[src/rtl/mem_stage_dmem_ctrl_if.sv]
// Bundles the EX/MEM control inputs, the data-cache bus and the MEM/WB result.
// The controller is the slave; the pipeline and the cache together are the master.
interface mem_stage_dmem_ctrl_if;
    logic        mem_read_in;
    logic        mem_write_in;
    logic [2:0]  funct3_in;
    logic [31:0] addr_in;
    logic [31:0] wdata_in;
    logic        advance;
    logic        stall_req;
    logic [31:0] dmem_address;
    logic        dmem_read;
    logic        dmem_write;
    logic [3:0]  dmem_mbe;
    logic [31:0] dmem_wdata;
    logic [31:0] dmem_rdata;
    logic        dmem_resp;
    logic [31:0] load_data;
    logic        misalign_err;

    modport slave (
        input  mem_read_in, mem_write_in, funct3_in, addr_in, wdata_in, advance,
        input  dmem_rdata, dmem_resp,
        output stall_req, dmem_address, dmem_read, dmem_write, dmem_mbe, dmem_wdata,
        output load_data, misalign_err
    );

    modport master (
        output mem_read_in, mem_write_in, funct3_in, addr_in, wdata_in, advance,
        output dmem_rdata, dmem_resp,
        input  stall_req, dmem_address, dmem_read, dmem_write, dmem_mbe, dmem_wdata,
        input  load_data, misalign_err
    );
endinterface

[src/rtl/mem_stage_dmem_ctrl.sv]
// MEM-stage data-memory controller: turns the EX/MEM load/store into a cache
// request, stalls the pipeline until the response, and extends the load result.
//
//   state | meaning
//   IDLE  | waiting for a load/store from EX/MEM
//   REQ   | cache request held until dmem_resp
//   DONE  | result held until the pipeline advances
module mem_stage_dmem_ctrl #(
    parameter int XLEN = 32
) (
    input  logic                  clk,
    input  logic                  rst,
    mem_stage_dmem_ctrl_if.slave  bus
);
    typedef enum logic [1:0] {IDLE, REQ, DONE} state_t;

    state_t          state_q, state_d;
    logic            dmem_read_q, dmem_read_d;
    logic            dmem_write_q, dmem_write_d;
    logic            misalign_err_q, misalign_err_d;
    logic [3:0]      mbe_q, mbe_d;
    logic [XLEN-1:0] load_data_q, load_data_d;

    logic            op, is_byte, is_half, is_load, misaligned;
    logic [1:0]      ofs;
    logic [3:0]      store_mbe;
    logic [XLEN-1:0] lane, load_ext, store_wdata;

    assign ofs     = bus.addr_in[1:0];
    assign op      = bus.mem_read_in | bus.mem_write_in;
    assign is_load = bus.mem_read_in;
    // 000/100 are byte accesses, 001/101 halfword; every other encoding is a word.
    assign is_byte = (bus.funct3_in[1:0] == 2'b00);
    assign is_half = (bus.funct3_in[1:0] == 2'b01);
    assign misaligned = is_half ? ofs[0] : (!is_byte && (ofs != 2'b00));
    assign lane    = bus.dmem_rdata >> {ofs, 3'b000};

    always_comb begin
        store_mbe   = 4'hF;
        store_wdata = bus.wdata_in;
        load_ext    = bus.dmem_rdata;
        if (is_byte) begin
            store_mbe   = 4'b0001 << ofs;
            store_wdata = {4{bus.wdata_in[7:0]}};
            load_ext    = {{24{~bus.funct3_in[2] & lane[7]}}, lane[7:0]};
        end else if (is_half) begin
            store_mbe   = 4'b0011 << ofs;
            store_wdata = {2{bus.wdata_in[15:0]}};
            load_ext    = {{16{~bus.funct3_in[2] & lane[15]}}, lane[15:0]};
        end
    end

    always_comb begin
        state_d        = state_q;
        dmem_read_d    = dmem_read_q;
        dmem_write_d   = dmem_write_q;
        mbe_d          = mbe_q;
        load_data_d    = load_data_q;
        misalign_err_d = 1'b0;
        case (state_q)
            IDLE: begin
                if (op && misaligned) begin
                    state_d        = DONE;
                    load_data_d    = '0;
                    misalign_err_d = 1'b1;
                end else if (op) begin
                    state_d      = REQ;
                    dmem_read_d  = is_load;
                    dmem_write_d = ~is_load;
                    mbe_d        = is_load ? 4'h0 : store_mbe;
                end
            end
            REQ: begin
                if (bus.dmem_resp) begin
                    state_d      = DONE;
                    dmem_read_d  = 1'b0;
                    dmem_write_d = 1'b0;
                    mbe_d        = 4'h0;
                    if (dmem_read_q) load_data_d = load_ext;
                end
            end
            DONE: begin
                if (bus.advance) state_d = IDLE;
            end
            default: state_d = IDLE;
        endcase
    end

    always_ff @(posedge clk or posedge rst) begin
        if (rst) begin
            state_q        <= IDLE;
            dmem_read_q    <= 1'b0;
            dmem_write_q   <= 1'b0;
            mbe_q          <= 4'h0;
            load_data_q    <= '0;
            misalign_err_q <= 1'b0;
        end else begin
            state_q        <= state_d;
            dmem_read_q    <= dmem_read_d;
            dmem_write_q   <= dmem_write_d;
            mbe_q          <= mbe_d;
            load_data_q    <= load_data_d;
            misalign_err_q <= misalign_err_d;
        end
    end

    assign bus.stall_req    = op & (state_q != DONE);
    assign bus.dmem_address = {bus.addr_in[31:2], 2'b00};
    assign bus.dmem_read    = dmem_read_q;
    assign bus.dmem_write   = dmem_write_q;
    assign bus.dmem_mbe     = mbe_q;
    assign bus.dmem_wdata   = store_wdata;
    assign bus.load_data    = load_data_q;
    assign bus.misalign_err = misalign_err_q;
endmodule

[src/flat_wrapper.sv]
// flat-port wrapper written by rule: the top's interface ports become plain ports
module mem_stage_dmem_ctrl_flat 
#(
    parameter int XLEN = 32
)
  (clk, rst, bus_mem_read_in, bus_mem_write_in, bus_funct3_in, bus_addr_in, bus_wdata_in, bus_advance, bus_dmem_rdata, bus_dmem_resp, bus_stall_req, bus_dmem_address, bus_dmem_read, bus_dmem_write, bus_dmem_mbe, bus_dmem_wdata, bus_load_data, bus_misalign_err);
  mem_stage_dmem_ctrl_if bus_i ();
  input  logic clk;
  input  logic rst;
  input wire logic [$bits(bus_i.mem_read_in)-1:0] bus_mem_read_in;
  input wire logic [$bits(bus_i.mem_write_in)-1:0] bus_mem_write_in;
  input wire logic [$bits(bus_i.funct3_in)-1:0] bus_funct3_in;
  input wire logic [$bits(bus_i.addr_in)-1:0] bus_addr_in;
  input wire logic [$bits(bus_i.wdata_in)-1:0] bus_wdata_in;
  input wire logic [$bits(bus_i.advance)-1:0] bus_advance;
  input wire logic [$bits(bus_i.dmem_rdata)-1:0] bus_dmem_rdata;
  input wire logic [$bits(bus_i.dmem_resp)-1:0] bus_dmem_resp;
  output wire logic [$bits(bus_i.stall_req)-1:0] bus_stall_req;
  output wire logic [$bits(bus_i.dmem_address)-1:0] bus_dmem_address;
  output wire logic [$bits(bus_i.dmem_read)-1:0] bus_dmem_read;
  output wire logic [$bits(bus_i.dmem_write)-1:0] bus_dmem_write;
  output wire logic [$bits(bus_i.dmem_mbe)-1:0] bus_dmem_mbe;
  output wire logic [$bits(bus_i.dmem_wdata)-1:0] bus_dmem_wdata;
  output wire logic [$bits(bus_i.load_data)-1:0] bus_load_data;
  output wire logic [$bits(bus_i.misalign_err)-1:0] bus_misalign_err;
  assign bus_i.mem_read_in = bus_mem_read_in;
  assign bus_i.mem_write_in = bus_mem_write_in;
  assign bus_i.funct3_in = bus_funct3_in;
  assign bus_i.addr_in = bus_addr_in;
  assign bus_i.wdata_in = bus_wdata_in;
  assign bus_i.advance = bus_advance;
  assign bus_i.dmem_rdata = bus_dmem_rdata;
  assign bus_i.dmem_resp = bus_dmem_resp;
  assign bus_stall_req = bus_i.stall_req;
  assign bus_dmem_address = bus_i.dmem_address;
  assign bus_dmem_read = bus_i.dmem_read;
  assign bus_dmem_write = bus_i.dmem_write;
  assign bus_dmem_mbe = bus_i.dmem_mbe;
  assign bus_dmem_wdata = bus_i.dmem_wdata;
  assign bus_load_data = bus_i.load_data;
  assign bus_misalign_err = bus_i.misalign_err;
  mem_stage_dmem_ctrl #(.XLEN(XLEN)) u_core (.clk(clk), .rst(rst), .bus(bus_i));
endmodule
[config.mk]
export PLATFORM = sky130hd
export DESIGN_NAME = mem_stage_dmem_ctrl_flat
export DESIGN_NICKNAME = d
export VERILOG_FILES = /design/src/rtl/mem_stage_dmem_ctrl_if.sv /design/src/rtl/mem_stage_dmem_ctrl.sv /design/src/flat_wrapper.sv
export SDC_FILE = /design/constraint.sdc
export NUM_CORES = 1
export LEC_CHECK = 0
export ABC_AREA = 1
export CAP_MARGIN = 20
export CORE_UTILIZATION = 32
export DETAILED_ROUTE_END_ITERATION = 7
export DONT_BUFFER_PORTS = 1
export PLACE_DENSITY = 0.44
export SYNTH_ARGS = -nofsm -noshare
export SYNTH_HDL_FRONTEND = slang
export SYNTH_SLANG_ARGS = --single-unit
export TNS_END_PERCENT = 1
[constraint.sdc]
create_clock -name clk -period 2.7 [get_ports clk]
set_input_delay 0.54 -clock clk [delete_from_list [all_inputs] [get_ports clk]]
set_output_delay 0.54 -clock clk [all_outputs]
set_load 0.01 [all_outputs]
==> qor.yml <==
logic_synthesis:
  ys_ff_latch: 41
  synth-adder-area-share: 0.0164
  yosysWarningCount: 0
  syn_inst: 457
  synth_mux_area_frac: 0
  synthXorXnorAreaFrac: 0
  syn_area_per_cell_um2: 6.68
  synthSimpleGateAreaFrac: 0.354
  syn_area_um2: 3050
  synthDistinctLibCells: 28
  synth_top_family_by_area: "simple AND/OR/NAND/NOR gates"
  synth_compound_area_frac: 0.118
  ys_seq_area_frac: 0.336
floorplanning:
  dieHeight_um: 99.7
  die_w_um: 99.7
  placementRows: 35
  io_pins: 209
  die_area_um2: 9930
  core_area_um2: 9240
  start_util: 0.330
setup_path:
  critPathTopFamily: "compound AO/OA/AOI/OAI gates"
  rr_worst_depth: 9
  critical_path_class: "input port to output pin"
  cp_max_fo: 33
  rrSetupSlack_ps: 1090
  worstPathRequired_ps: 2160
  slowest_stage: "o211ai_1"
  crit_arrival_ps: 1570
  r2r_end: "u_core.bus.load_data[8]"
  slowest_delay_ps: 410
  crit_path_end_kind: "output pin"
  path_cells: "inv_2 -> nand2_2 -> o211ai_1"
  r2r_start: "u_core.state_q[0]"
  path_buf_inv: 1
  start_kind: "input port"
clock_network:
  path_clk_slew_ps: 80
  cts_max_level: 2
  cts_setup_buffers: 0
  clk_path_buf_depth: 2
  clock-root-buffer: "clkbuf_8"
  tritoncts: "built"
  hold_buffers: 0
  cts-resized-gates: 0
  clk_latency_ps: 300
  cts_sinks: 41
  cts_made_buffers: 5
routing:
  wl_per_cell_um: 18.7
  drtIter0Drc: 111
  drc_errors: 0
  firstDrtPassIters: 4
  drt-total-wl_um: 10000
  vias_per_cell: 5.04
  ant_nets: 0
  vias: 2709
placement:
  place_area_um2: 2860
  gp_congestion: 0.826
  dp_cells: 531
  portBuffers: 0
  place_hpwl_um: 7750
grt:
  grt.total_usage: 0.200
  globalRouteOverflowTotal: 0
  grt_max_degree: 42
  grt_pass1_vias: 2547
  grt_pass1_wl_um: 15100
  antenna_found_initial: 0
timing:
  worst_slew_pin_slew_ps: 561
  final_hold_viol_count: 0
  setup_tns_ps: 0
  finClkSkew_ps: 6.35
  fin_crit_sh: 0.781
  drv_slew: 0
  setup_viol: 0
  slew_headroom: 0.626
  fmax_mhz: 474
  rsz0062_at_grt: "false"
  period_minus_slack_ps: 2110
pwr:
  powerDensity_nw_per_um2: 719
  power_mw: 2.11
  internal-power_mw: 1.20
  clkPwrFrac: 0.184
  sw_frac_of_total: 0.433
  leakage_nw: 1.56
  p_comb_frac: 0.330
  pwr-share-seq: 0.486
  p_sw_mw: 0.912
  vdd_drop_max_uv: 229
status:
  outcome: "finished, final reports clean"
final_layout:
  area_growth_syn_to_layout_pct: -3.98
  fill_cells: 1049
  diodes: 0
  final_cells: 537
  drive_gt1_frac: 0.0662
  multiInputGateArea_um2: 1500
  final_area_um2: 2930
  regArea_um2: 1030
  nNetsFinal: 518
min_path:
  hp-class: "input port to async pin"
flow_run:
  maxCapViolCount: 0
-- registers in the layout, indices dropped and copies added (netlist names) --
register                 count
u_core.bus.load_data        32
u_core.bus.dmem_write        1
u_core.state_q               2
u_core.bus.dmem_mbe          4
u_core.bus.misalign_err      1
u_core.bus.dmem_read         1
-- cell usage after synthesis (all sizes together) --
library cell,count,area (um^2)
a21oi,14,70.1
buf,52,375
clkbuf,8,30.0
clkinv,1,3.75
conb,1,3.75
dfrtp,41,1030
ha,4,50.1
inv,33,124
nand2,178,678
nand3,22,110
nand3b,2,18.8
nand4,19,119
nor2,27,104
o2111ai,2,17.5
o211ai,15,113
o21a,1,7.51
o21ai,25,125
o22ai,3,18.8
o31ai,1,7.51
or2,8,50.1
-- layout by cell type, fill, tap and decap left out, types with 3 or more instances in the layout --
cell,count
nand2_1,174
dfrtp_1,41
inv_1,31
nor2_1,25
nand3_1,22
o21ai_0,20
nand4_1,19
o211ai_1,15
a21oi_1,14
or2_2,8
o21ai_1,5
clkbuf_8,5
nand2_2,4
ha_1,4
o22ai_1,3
buf_4,3
-- metal layers --
metal | vias to the layer above | part of all wire | GRT usage
li1 | 1335 | - | -
met1 | 1228 | 0.40 | 0.242
met2 | 126 | 0.50 | 0.341
met3 | 20 | 0.088 | 0.0647
met4 | 0 | 0.014 | 0.0520
met5 | - | 0 | 0
-- worst max-delay path by stage --
stage | start | cells after the start | slack (ps) | endpoint
final | bus_funct3_in[1] | 3 | 590 | bus_dmem_wdata[29]
after global routing | bus_funct3_in[1] | 3 | 490 | bus_dmem_wdata[29]
after CTS | bus_funct3_in[1] | 3 | 560 | bus_dmem_wdata[29]
after detailed placement | bus_addr_in[1] | 11 | 440 | u_core.bus.load_data[8]
after global placement | bus_addr_in[1] | 11 | 450 | u_core.bus.load_data[12]
after floorplan | bus_addr_in[0] | 13 | 830 | u_core.bus.load_data[8]
-- metrics by stage --
step / util / setup slack (ps) / hold WS, ps
5_1_grt: 0.317 / 489 / 318
3_5_place_dp: 0.309 / 438 / 534
4_1_cts: 0.317 / 565 / 302
3_3_place_gp: 0.309 / 451 / 530
2_1_floorplan: - / 826 / 514
6_report: 0.317 / 592 / 277
-- cell type report --
cell class | instances | area share
Timing Repair Buffer | 4 | 0.0145
Inverter | 34 | 0.0436
Tap cell | 129 | 0.0551
Sequential cell | 41 | 0.350
Clock inverter | 1 | 0.00171
Multi-Input combinational cell | 323 | 0.512
Clock buffer | 5 | 0.0235
-- power by group through the flow --
stage	sequential (mW)	clock (mW)	combinational [mW]
floorplan	0.988	0	0.620
global placement	1.04	0	0.700
detailed placement	1.04	0	0.702
CTS	1.03	0.404	0.704
global route	1.05	0.430	0.791
finish	1.02	0.388	0.695
-- cells by family after synthesis --
| family | after synthesis |
|---|---|
| DFF | 41 |
| adders and majority gates | 4 |
| and+or+nand+nor | 256 |
| other | 1 |
| buffers and inverters | 94 |
| AOI/OAI and AO/OA | 61 |
-- worst reg2reg max path, cell delays in order, from the launching register on --
cell	delay [ps]
dfrtp_1	420
inv_1	110
nor2_1	70
nand2_1	90
nand2_1	70
nor2_1	120
nand2_2	230
buf_12	240
nand2_1	50
o21ai_0	80
Note: power is estimated with default switching activity, not from simulation.
